==> src/rtl/alu_decode_stage_pkg.sv <==
// Shared types for the decode/issue stage: ALU codes, datapath widths,
// MIPS opcode/funct values and the ID/EX entry layout.
package alu_decode_stage_pkg;

  typedef logic [31:0] DataPath;
  typedef logic [31:0] InsnPath;
  typedef logic [4:0]  RegNumPath;

  typedef enum logic [3:0] {
    ALU_CODE_ADD = 4'd0,
    ALU_CODE_SUB = 4'd1,
    ALU_CODE_AND = 4'd2,
    ALU_CODE_OR  = 4'd3,
    ALU_CODE_XOR = 4'd4,
    ALU_CODE_SLT = 4'd5,
    ALU_CODE_SLL = 4'd6,
    ALU_CODE_SRL = 4'd7
  } ALUCodePath;

  // The ALU takes its shift amount from B[10:6], matching the R-type shamt slot.
  localparam int SHIFT_FIELD_LSB = 6;
  localparam int SHIFT_FIELD_MSB = 10;

  localparam logic [5:0] OP_RTYPE = 6'h00;
  localparam logic [5:0] OP_ADDIU = 6'h09;
  localparam logic [5:0] OP_SLTI  = 6'h0A;
  localparam logic [5:0] OP_ANDI  = 6'h0C;
  localparam logic [5:0] OP_ORI   = 6'h0D;
  localparam logic [5:0] OP_XORI  = 6'h0E;
  localparam logic [5:0] OP_LUI   = 6'h0F;

  localparam logic [5:0] FN_SLL  = 6'h00;
  localparam logic [5:0] FN_SRL  = 6'h02;
  localparam logic [5:0] FN_ADD  = 6'h20;
  localparam logic [5:0] FN_ADDU = 6'h21;
  localparam logic [5:0] FN_SUB  = 6'h22;
  localparam logic [5:0] FN_SUBU = 6'h23;
  localparam logic [5:0] FN_AND  = 6'h24;
  localparam logic [5:0] FN_OR   = 6'h25;
  localparam logic [5:0] FN_XOR  = 6'h26;
  localparam logic [5:0] FN_SLT  = 6'h2A;

  // LUI is executed as imm << 16, so B carries 16 in its shift field.
  localparam DataPath LUI_SHIFT = 32'h0000_0400;

  typedef struct packed {
    ALUCodePath code;
    DataPath    a;
    DataPath    b;
    RegNumPath  wrNum;
    logic       wrEnable;
    logic       illegal;
  } IdExEntry;

  localparam IdExEntry ID_EX_RESET = '{
    code:     ALU_CODE_ADD,
    a:        32'h0,
    b:        32'h0,
    wrNum:    5'd0,
    wrEnable: 1'b0,
    illegal:  1'b0
  };

endpackage

==> src/rtl/alu_decode_stage_decoder.sv <==
// Combinational instruction decoder: maps an instruction plus register
// read data onto ALU code, operands and write-back info.
module alu_insn_decoder
  import alu_decode_stage_pkg::*;
(
  input  InsnPath   insn,
  input  DataPath   rsData,
  input  DataPath   rtData,
  output RegNumPath rsNum,
  output RegNumPath rtNum,
  output IdExEntry  decoded
);

  logic [5:0] opcode;
  logic [5:0] funct;
  RegNumPath  rdNum;
  DataPath    immSext;
  DataPath    immZext;
  logic       legal;

  assign opcode  = insn[31:26];
  assign funct   = insn[5:0];
  assign rsNum   = insn[25:21];
  assign rtNum   = insn[20:16];
  assign rdNum   = insn[15:11];
  assign immSext = {{16{insn[15]}}, insn[15:0]};
  assign immZext = {16'h0000, insn[15:0]};

  always_comb begin
    decoded = ID_EX_RESET;
    legal   = 1'b1;
    case (opcode)
      OP_RTYPE: begin
        decoded.a     = rsData;
        decoded.b     = rtData;
        decoded.wrNum = rdNum;
        case (funct)
          FN_SLL: begin
            decoded.code = ALU_CODE_SLL;
            decoded.a    = rtData;
            decoded.b    = immZext;
          end
          FN_SRL: begin
            decoded.code = ALU_CODE_SRL;
            decoded.a    = rtData;
            decoded.b    = immZext;
          end
          FN_ADD, FN_ADDU: decoded.code = ALU_CODE_ADD;
          FN_SUB, FN_SUBU: decoded.code = ALU_CODE_SUB;
          FN_AND:          decoded.code = ALU_CODE_AND;
          FN_OR:           decoded.code = ALU_CODE_OR;
          FN_XOR:          decoded.code = ALU_CODE_XOR;
          FN_SLT:          decoded.code = ALU_CODE_SLT;
          default:         legal = 1'b0;
        endcase
      end
      OP_ADDIU: begin
        decoded.code = ALU_CODE_ADD; decoded.a = rsData; decoded.b = immSext; decoded.wrNum = rtNum;
      end
      OP_SLTI: begin
        decoded.code = ALU_CODE_SLT; decoded.a = rsData; decoded.b = immSext; decoded.wrNum = rtNum;
      end
      OP_ANDI: begin
        decoded.code = ALU_CODE_AND; decoded.a = rsData; decoded.b = immZext; decoded.wrNum = rtNum;
      end
      OP_ORI: begin
        decoded.code = ALU_CODE_OR;  decoded.a = rsData; decoded.b = immZext; decoded.wrNum = rtNum;
      end
      OP_XORI: begin
        decoded.code = ALU_CODE_XOR; decoded.a = rsData; decoded.b = immZext; decoded.wrNum = rtNum;
      end
      OP_LUI: begin
        decoded.code = ALU_CODE_SLL; decoded.a = immZext; decoded.b = LUI_SHIFT; decoded.wrNum = rtNum;
      end
      default: legal = 1'b0;
    endcase

    // Undecodable words travel down the pipe as a harmless, flagged no-op.
    if (!legal) begin
      decoded         = ID_EX_RESET;
      decoded.illegal = 1'b1;
    end
    decoded.wrEnable = legal && (decoded.wrNum != 5'd0);
  end

endmodule

==> src/rtl/alu_decode_stage.sv <==
// Decode/issue stage: decodes one instruction per transfer into a single-entry
// ID/EX register with valid/ready handshake and synchronous flush.
module alu_decode_stage
  import alu_decode_stage_pkg::*;
#(
  parameter int DATA_WIDTH    = 32,
  parameter int REG_NUM_WIDTH = 5
) (
  input  logic                     clk,
  input  logic                     rst,
  input  logic                     inValid,
  output logic                     inReady,
  input  logic [DATA_WIDTH-1:0]    insn,
  output logic [REG_NUM_WIDTH-1:0] rsNum,
  output logic [REG_NUM_WIDTH-1:0] rtNum,
  input  logic [DATA_WIDTH-1:0]    rsData,
  input  logic [DATA_WIDTH-1:0]    rtData,
  input  logic                     flush,
  output logic                     outValid,
  input  logic                     outReady,
  output ALUCodePath               aluCode,
  output logic [DATA_WIDTH-1:0]    aluInA,
  output logic [DATA_WIDTH-1:0]    aluInB,
  output logic [REG_NUM_WIDTH-1:0] wrNum,
  output logic                     wrEnable,
  output logic                     illegal
);

  IdExEntry decoded;
  IdExEntry entry_q, entry_d;
  logic     valid_q, valid_d;
  logic     accept;

  alu_insn_decoder u_decoder (
    .insn    (insn),
    .rsData  (rsData),
    .rtData  (rtData),
    .rsNum   (rsNum),
    .rtNum   (rtNum),
    .decoded (decoded)
  );

  assign inReady = !valid_q || outReady;
  assign accept  = inValid && inReady && !flush;

  // Retire and reload share one edge, so a ready consumer sees full throughput.
  always_comb begin
    valid_d = valid_q;
    entry_d = entry_q;
    if (flush) begin
      valid_d = 1'b0;
    end else if (accept) begin
      valid_d = 1'b1;
      entry_d = decoded;
    end else if (outReady) begin
      valid_d = 1'b0;
    end
  end

  always_ff @(posedge clk or negedge rst) begin
    if (!rst) begin
      valid_q <= 1'b0;
      entry_q <= ID_EX_RESET;
    end else begin
      valid_q <= valid_d;
      entry_q <= entry_d;
    end
  end

  assign outValid = valid_q;
  assign aluCode  = entry_q.code;
  assign aluInA   = entry_q.a;
  assign aluInB   = entry_q.b;
  assign wrNum    = entry_q.wrNum;
  assign wrEnable = entry_q.wrEnable;
  assign illegal  = entry_q.illegal;

endmodule

==> config.mk <==
export PLATFORM = sky130hd
export DESIGN_NAME = alu_decode_stage
export DESIGN_NICKNAME = d
export VERILOG_FILES = /design/src/rtl/alu_decode_stage_pkg.sv /design/src/rtl/alu_decode_stage_decoder.sv /design/src/rtl/alu_decode_stage.sv
export SDC_FILE = /design/constraint.sdc
export NUM_CORES = 1
export LEC_CHECK = 0
export ABC_AREA = 1
export CORE_ASPECT_RATIO = 1.4
export CORE_MARGIN = 2
export CORE_UTILIZATION = 25
export DETAILED_ROUTE_END_ITERATION = 8
export HOLD_SLACK_MARGIN = 0.05
export PLACE_DENSITY_LB_ADDON = 0.25
export RECOVER_POWER = 25
export SETUP_SLACK_MARGIN = 0.3
export SYNTH_ARGS = -nofsm -noshare
export SYNTH_HDL_FRONTEND = slang
export SYNTH_SLANG_ARGS = --single-unit
==> constraint.sdc <==
create_clock -name clk -period 2.4 [get_ports clk]
set_clock_uncertainty 0.2 [all_clocks]
set_input_delay 0.48 -clock clk [delete_from_list [all_inputs] [get_ports clk]]
set_output_delay 0.48 -clock clk [all_outputs]
set_load 0.01 [all_outputs]
==> results of run 1 <==
-- metal layers --
metal  vias up  global-route usage  wire length (um)
li1       2424                   -                 -
met1      2190               0.214              6610
met2       161               0.304              8230
met3        35              0.0472              1150
met4         2              0.0622               544
met5         -                   0                11
-- final timing paths --
path,startpoint,to,slack (ps),cells after the start
max in group asynchronous,rst,aluInA[4],470,3
hold / removal,aluInA[22],aluInA[22],280,2
hold reg to reg,aluInA[22],aluInA[22],280,2
setup / recovery,outReady,inReady,350,4
min in group asynchronous,rst,wrNum[3],500,2
setup reg to reg,outValid,aluInB[20],690,8
-- placed cells by master, fill, tap and decap left out, types with 8 or more instances in the layout --
master,count
buf_4,41
clkbuf_16,10
inv_1,29
dlygate4sd2_1,8
o21ai_0,55
clkdlybuf4s50_1,161
dfrtp_1,75
nand2_1,324
nor2_1,19
buf_12,10
a21oi_1,42
nand3_1,18
-- flip-flops by register name (all words and copies together), names as in the netlist --
name / cells
illegal: 1
aluInA: 32
aluCode: 3
wrNum: 5
aluInB: 32
outValid: 1
wrEnable: 1
-- worst max-delay path, delay by kind of cell --
| kind | cells | cell delay [ps] |
|---|---|---|
| buffers and inverters | 3 | 740 |
| AND/OR/NAND/NOR | 1 | 140 |
-- final cells by class --
type / count / area [sq um]
repair buffers: 231 / 2320
inverters: 38 / 153
clock inverters: 6 / 63.8
fillers: 1856 / 10100
flip-flops and latches: 75 / 1880
multi-input cells: 493 / 2190
well taps: 236 / 295
clock buffers: 10 / 229
-- power breakdown --
group / internal (mW) / switching, mW / leakage [nW] / total, mW
clock: 0.807 / 0.589 / 0.139 / 1.40
sequential: 1.27 / 0.00332 / 1.04 / 1.27
combinational: 0.228 / 0.214 / 2.39 / 0.442
total: 2.30 / 0.806 / 3.57 / 3.11
-- logic make-up after synthesis --
| kind of cell | Yosys count | synth area share |
|---|---|---|
| flip-flops | 75 | 0.429 |
| AND/OR/NAND/NOR | 385 | 0.353 |
| buffers and inverters | 81 | 0.0894 |
| AO/OA/AOI/OAI | 107 | 0.128 |
| other | 1 | 0.000856 |
-- what timing repair did --
item                                   4_1_cts  5_1_grt
pin swaps                                    1        2
setup endpoints to repair                   27       72
hold buffers                                 1        0
resized for setup                           12       25
endpoints found under the hold margin       21        0
buffers inserted                             0        4
gates cloned                                 0        1
==> results.py, run 1 <==
metrics = {
    "timing": {
        "min_period_ps": 2050,
        "setup_viol": 0,
        "fmax_mhz": 489,
        "max_slew_margin": 0.547,
        "tightestPinTransition_ps": 680,
        "fin_crit_sh": 0.852,
        "rsz0062_at_grt": "yes",
        "hold_slack_ps": 278,
        "worst_slack_ps": 354,
        "hold_violations": 0,
        "tns_ps": 0,
        "slew_violations": 0,
    },
    "logic_synthesis": {
        "netlist-cell-type-count": 28,
        "syn-mean-instance-area_sq_um": 6.75,
        "netlist_area_sq_mm": 0.00438,
        "yosysTopAreaCellShare": 0.429,
        "synth-seq-cells": 75,
        "synth_fp_nets": 750,
        "synth-seq-area-share": 0.429,
        "synthCells": 649,
        "ys_warn_count": 0,
        "yosysMostFrequentCell": "nand2_1",
        "synthTopCellsByCount": "nand2_1 (324), dfrtp_1 (75), o21ai_0 (56)",
        "synth_ff_type": "dfrtp_1",
        "ys_top_cells_by_area": "dfrtp_1 (43%), nand2_1 (28%), o21ai_0 (6.4%), a21oi_1 (4.8%), inv_1 (2.7%)",
        "synth_top_area_cell": "dfrtp_1",
        "synth_edf_count": 0,
        "async_flop_share": 1.00,
    },
    "clock_network": {
        "path_clk_slew_ps": 60,
        "clock_latency_ps": 340,
        "clkSinkCount": 75,
        "cts-root-buf": "clkbuf_16",
        "cts_htree_levels": 3,
        "cts_tree": "done",
        "numCtsBuffers": 9,
        "clock_path_buffers": 2,
    },
    "routing": {
        "ant_nets": 0,
        "wire_per_inst_um": 15.2,
        "firstDrtPassIters": 4,
        "wl_um": 16500,
        "vias": 4812,
        "dr.first_iter.drc_count": 248,
        "drc": 0,
        "viasPerCell": 4.42,
    },
    "job": {
        "cap_violations": 0,
    },
    "critical_path": {
        "arrival_ps": 1370,
        "setup.worst_path.class": "in -> out",
        "endpoint_kind": "primary output",
        "crit_fanout": 2,
        "crit_chain": "clkdlybuf4s50_1, nor2_1, inv_1, dlygate4sd2_1",
        "slowest_stage": "clkdlybuf4s50_1",
        "crit_path_start_kind": "input port",
        "cp.required_ps": 1720,
        "cp_slowest_stage_delay_ps": 400,
    },
    "placement": {
        "io_buffer_count": 176,
        "hpwl_um": 12300,
        "placed_area_sq_mm": 0.00668,
        "place_ws_ps": -108,
        "place_congestion": 0.823,
        "dpl.cell_count": 1067,
    },
    "outcome": {
        "outcome": "complete, no violations",
    },
    "floorplan": {
        "dieWidth_um": 116,
        "die_area_sq_mm": 0.0186,
        "fp.coreArea_sq_mm": 0.0173,
        "die_h_um": 161,
        "io_pins": 188,
        "initial_core_util": 0.254,
        "row_count": 57,
    },
    "layout": {
        "antenna_cells": 0,
        "area_growth_pct": 62.9,
        "fin_cells": 1089,
        "nets": 949,
        "drive_gt1_frac": 0.116,
        "final_util": 0.413,
        "design_area_sq_mm": 0.00713,
    },
    "global_routing": {
        "grt_pass1_wl_um": 25700,
        "grt_max_degree": 36,
        "grt_pass1_vias": 4737,
        "grt_usage": 0.178,
        "grt.overflow.total": 0,
        "antenna_found_initial": 2,
    },
    "pwr": {
        "leakage_nw": 3.57,
        "power.total_mw": 3.11,
        "peakVddDrop_uv": 293,
        "power.density_mw_per_mm2": 436,
    },
    "min_path": {
        "hp-class": "reg -> reg",
    },
}
No activity file was read; power rests on OpenSTA's default activity.
==> run 2: changes to the inputs <==
--- a/config.mk
+++ b/config.mk
@@ -12,7 +12,8 @@
 export DETAILED_ROUTE_END_ITERATION = 8
 export HOLD_SLACK_MARGIN = 0.05
 export PLACE_DENSITY_LB_ADDON = 0.25
-export RECOVER_POWER = 25
+export RECOVER_POWER = 100
+export REMOVE_ABC_BUFFERS = 1
 export SETUP_SLACK_MARGIN = 0.3
 export SYNTH_ARGS = -nofsm -noshare
 export SYNTH_HDL_FRONTEND = slang
==> run 2 against run 1 <==
Net effect: non-clock buffer count shrank 4; sequential power is essentially flat; clock power grew 16%; sequential share of layout area shrank 0.20 points; flip-flop and latch count is the same; critical path depth grew 4; cell count shrank 0.37%.
==> results.py, run 2 (synthesis gave the netlist of run 1 again) <==
metrics = {
    "outcome": {
        "outcome": "complete, no violations",
    },
    "routing": {
        "dr.first_iter.drc_count": 176,
        "wire_per_inst_um": 14.5,
        "firstDrtPassIters": 4,
        "drc": 0,
        "vias": 4745,
        "ant_nets": 0,
        "wl_um": 15700,
        "viasPerCell": 4.37,
    },
    "pwr": {
        "peakVddDrop_uv": 303,
        "power.density_mw_per_mm2": 461,
        "power_frac_clock": 0.488,
        "pwr-share-seq": 0.384,
        "p_comb_frac": 0.127,
        "net-switching-power_mw": 0.797,
        "p_int_mw": 2.51,
        "power.total_mw": 3.31,
        "swShare": 0.241,
        "leakage_nw": 3.88,
    },
    "floorplan": {
        "die_h_um": 161,
        "fp.coreArea_sq_mm": 0.0173,
        "row_count": 57,
        "io_pins": 188,
        "die_area_sq_mm": 0.0186,
        "dieWidth_um": 116,
        "initial_core_util": 0.254,
    },
    "global_routing": {
        "antenna_found_initial": 0,
        "grt_pass1_vias": 4669,
        "grt_usage": 0.170,
        "grt_pass1_wl_um": 24600,
        "grt.overflow.total": 0,
        "grt_max_degree": 54,
    },
    "timing": {
        "setup_viol": 0,
        "min_period_ps": 2060,
        "tns_ps": 0,
        "fin_crit_sh": 0.859,
        "rsz0062_at_grt": "no",
        "slew_violations": 0,
        "hold_violations": 0,
        "max_slew_margin": 0.462,
        "tightestPinTransition_ps": 807,
        "fmax_mhz": 485,
    },
    "clock_network": {
        "clock_path_buffers": 2,
        "numCtsBuffers": 9,
        "cts_htree_levels": 3,
        "cts_tree": "done",
        "clock_latency_ps": 340,
        "cts-root-buf": "clkbuf_16",
        "clkSinkCount": 75,
        "path_clk_slew_ps": 60,
    },
    "placement": {
        "place_congestion": 0.815,
        "dpl.cell_count": 1064,
        "placed_area_sq_mm": 0.00667,
        "io_buffer_count": 176,
        "hpwl_um": 11100,
    },
    "critical_path": {
        "crit_fanout": 53,
        "endpoint_kind": "register",
        "r2r_end": "aluInB[21]",
        "crit_path_start_kind": "input port",
        "ff2ff_path_depth": 8,
        "cp.required_ps": 2410,
        "arrival_ps": 2080,
        "timing.rr.start": "outValid",
        "setup.worst_path.class": "in -> reg",
        "rrSetupSlack_ps": 620,
    },
    "min_path": {
        "hp-class": "reg -> reg",
        "min_path_cells": 2,
        "hold_end": "aluInA[15]",
        "hold_start": "aluInA[15]",
    },
    "layout": {
        "final_util": 0.416,
        "design_area_sq_mm": 0.00719,
        "area_growth_pct": 64.1,
        "final_common_cell": "nand2_1",
        "layout_common_cells": "nand2_1 (324), dlygate4sd3_1 (82), clkdlybuf4s50_1 (77)",
        "antenna_cells": 0,
        "drive_gt1_frac": 0.107,
        "fin_cells": 1085,
        "nets": 945,
    },
    "job": {
        "cap_violations": 0,
    },
}
## run 2: cell count changes in the layout (fill, tap and decap cells not counted), sizes merged
cell / previous run / this run
buf: 52 / 46
bufinv: 1 / 3
clkbuf: 13 / 14
clkdlybuf4s50: 161 / 77
clkinvlp: 2 / 1
dlygate4sd2: 8 / 6
dlygate4sd3: 1 / 82
dlymetal6s2s: 6 / 11
## run 2: worst max path at each step
stage | start | endpoint | slack [ps] | cells after the start
2_1_floorplan | insn[5] | aluInB[10] | -160 | 9
3_3_place_gp | insn[29] | aluInB[0] | -60 | 10
3_5_place_dp | insn[29] | aluInB[21] | -130 | 8
4_1_cts | insn[4] | aluInA[7] | 330 | 12
5_1_grt | inValid | aluInB[24] | 190 | 8
6_report | inValid | aluInB[21] | 340 | 8
## run 2: what timing repair did
action | 4_1_cts | 5_1_grt
cloned | 0 | 3
hold buffers | 1 | 0
setup endpoints to repair | 30 | 71
endpoints found under the hold margin | 28 | 0
resized for setup | 8 | 26
setup buffers | 0 | 1
pin swaps | 0 | 5
## run 2: critical path, stage by stage
cell and delay (ps):
dlygate4sd3_1 520, inv_1 50, nor3_1 160, clkbuf_1 290, inv_1 110, buf_6 260, nand2_1 100, o21ai_0 80
## run 2: power groups by stage
stage                     registers [mW]  clock network (mW)  logic (mW)
after global placement              1.30                   0       0.428
after floorplan                     1.30                   0      0.0987
after detailed placement            1.30                   0       0.428
after global routing                1.27                1.72       0.464
final                               1.27                1.62       0.421
after CTS                           1.27                1.67       0.429
## run 2: per-layer routing
layer  track usage  up-vias  wire length [um]
li1              -     2425                 -
met1         0.204     2161              6440
met2         0.294      142              7990
met3        0.0438       17              1060
met4        0.0530        0               241
met5             0        -                 0
## run 2: metrics by stage
| step | hold WS [ps] | worst slack [ps] |
|---|---|---|
| floorplan | -15.6 | -164 |
| global placement | 243 | -62.9 |
| detailed placement | 247 | -128 |
| finish | 275 | 338 |
| global route | 295 | 190 |
| CTS | 281 | 327 |
## run 2: layout make-up
cell class | count | area [sq um]
Timing Repair Buffer | 227 | 2340
Multi-Input combinational cell | 493 | 2160
Sequential cell | 75 | 1880
Tap cell | 236 | 295
Clock inverter | 7 | 124
Inverter | 38 | 160
Fill cell | 1838 | 10100
Clock buffer | 9 | 225
==> run 3: changes to the inputs <==
--- a/config.mk
+++ b/config.mk
@@ -7,7 +7,7 @@
 export LEC_CHECK = 0
 export ABC_AREA = 1
 export CORE_ASPECT_RATIO = 1.4
-export CORE_MARGIN = 2
+export CORE_MARGIN = 8
 export CORE_UTILIZATION = 25
 export DETAILED_ROUTE_END_ITERATION = 8
 export HOLD_SLACK_MARGIN = 0.05
==> constraint.sdc (replaced) <==
create_clock -name clk -period 2.59 [get_ports clk]
set_clock_uncertainty 0.2 [all_clocks]
set_input_delay 0.518 -clock clk [delete_from_list [all_inputs] [get_ports clk]]
set_output_delay 0.518 -clock clk [all_outputs]
set_load 0.01 [all_outputs]
==> run 3 against run 2 <==
Net effect: final area fell by 4.4%; flip-flop and latch count did not move; largest power group unchanged; critical path type is now in -> out; register-to-register slack improved by 200 ps.
==> results.py, run 3 (synthesis gave the netlist of run 1 again) <==
metrics = {
    "timing": {
        "tightestPinTransition_ps": 1030,
        "hold_violations": 0,
        "tns_ps": 0,
        "min_period_ps": 2340,
        "max_slew_margin": 0.310,
        "worst_slack_ps": 254,
        "setup_viol": 0,
        "slew_violations": 0,
        "fin_crit_sh": 0.902,
        "fmax_mhz": 428,
        "rsz0062_at_grt": "no",
    },
    "clock_network": {
        "cts_htree_levels": 3,
        "clock_path_buffers": 2,
        "cts-root-buf": "clkbuf_16",
        "clkSinkCount": 75,
        "path_clk_slew_ps": 60,
        "cts_tree": "done",
        "numCtsBuffers": 9,
        "post_cts_buffers": 0,
        "clock_latency_ps": 340,
    },
    "floorplan": {
        "die_h_um": 173,
        "io_pins": 188,
        "die_area_sq_mm": 0.0221,
        "row_count": 57,
        "dieWidth_um": 128,
        "fp.coreArea_sq_mm": 0.0173,
        "initial_core_util": 0.254,
    },
    "global_routing": {
        "grt_max_degree": 54,
        "grt.overflow.total": 0,
        "grt_usage": 0.157,
        "grt_pass1_wl_um": 27100,
        "grt_pass1_vias": 4826,
        "antenna_found_initial": 0,
    },
    "placement": {
        "dpl.cell_count": 1050,
        "io_buffer_count": 176,
        "place_congestion": 0.769,
        "hpwl_um": 12700,
        "place_ws_ps": -48.1,
    },
    "pwr": {
        "swShare": 0.251,
        "peakVddDrop_uv": 183,
        "p_int_mw": 2.11,
        "power.total_mw": 2.82,
        "power_frac_clock": 0.447,
        "power.density_mw_per_mm2": 411,
        "leakage_nw": 3.65,
        "p_comb_frac": 0.134,
        "pwr-share-seq": 0.418,
        "net-switching-power_mw": 0.710,
    },
    "job": {
        "cap_violations": 0,
    },
    "routing": {
        "wire_per_inst_um": 15.9,
        "drc": 0,
        "wl_um": 17000,
        "firstDrtPassIters": 4,
        "viasPerCell": 4.40,
        "dr.first_iter.drc_count": 154,
        "vias": 4690,
        "ant_nets": 0,
    },
    "critical_path": {
        "crit_chain": "clkdlybuf4s50_1, dlygate4sd3_1",
        "arrival_ps": 1620,
        "ff2ff_path_depth": 8,
        "cp.required_ps": 1870,
        "crit_family": "buffers and inverters",
        "crit_fanout": 2,
        "endpoint_kind": "primary output",
        "slowest_stage": "dlygate4sd3_1",
        "cp_slowest_stage_delay_ps": 610,
        "setup.worst_path.class": "in -> out",
        "crit_buf_inv": 2,
        "crit_cells": 2,
        "crit_path_start_kind": "input port",
    },
    "layout": {
        "area_growth_pct": 56.9,
        "final_common_cell": "nand2_1",
        "fin_cells": 1066,
        "layout_common_cells": "nand2_1 (324), clkdlybuf4s50_1 (90), dlygate4sd3_1 (81)",
        "antenna_cells": 0,
        "drive_gt1_frac": 0.0807,
        "nets": 927,
    },
    "min_path": {
        "min_path_cells": 2,
        "hp-class": "reg -> reg",
    },
    "outcome": {
        "outcome": "complete, no violations",
    },
}
## run 3: cell count changes in the layout (fill, tap and decap cells not counted), sizes merged, moves of 2 or more
cell / previous run / this run
buf: 46 / 29
dlymetal6s2s: 11 / 2
clkdlybuf4s50: 77 / 90
clkdlybuf4s25: 0 / 2
dlygate4sd2: 6 / 1
bufinv: 3 / 1
## run 3: metal layers
layer | vias to the layer above | wire, um | global-route usage
li1 | 2395 | - | -
met1 | 2130 | 6830 | 0.178
met2 | 145 | 8430 | 0.265
met3 | 20 | 1370 | 0.0545
met4 | 0 | 338 | 0.0572
met5 | - | 0 | 0
## run 3: path summary, 6_finish.rpt
path                               start          to  slack, ps
worst min register to register  wrNum[3]    wrNum[3]        270
worst max register to register  outValid  aluCode[2]        820
worst min-delay path            wrNum[3]    wrNum[3]        270
worst max-delay path            insn[18]    rtNum[2]        250
min in group asynchronous            rst  aluInA[11]        680
max in group asynchronous            rst   aluInA[5]        590
## run 3: layout make-up
cell class | instances | area [sq um]
fill | 1881 | 10400
timing repair buffer | 209 | 2150
multi-input combinational | 493 | 2110
sequential | 75 | 1880
tap | 236 | 295
clock buffer | 10 | 229
inverter | 38 | 150
clock inverter | 5 | 55.1
## run 3: timing repair
item                                   CTS  global route
gates resized for setup                  1            14
pin swaps                                0             1
setup endpoints to repair                1            69
hold buffers                             1             0
endpoints found under the hold margin   37             0
## run 3: power by group through the flow
stage	clock network (mW)	registers, mW	logic (mW)
after floorplan	0	1.20	0.0915
after global placement	0	1.20	0.389
after detailed placement	0	1.20	0.389
after CTS	1.31	1.18	0.392
after global routing	1.35	1.18	0.417
final	1.26	1.18	0.379
## run 3: metrics by stage
stage / hold WS, ps / area [sq um] / util
2_1_floorplan: 22.4 / 4130 / -
3_3_place_gp: 261 / 6580 / 0.381
3_5_place_dp: 265 / 6580 / 0.381
4_1_cts: 282 / 6870 / 0.398
5_1_grt: 294 / 6870 / 0.398
6_report: 270 / 6870 / 0.398
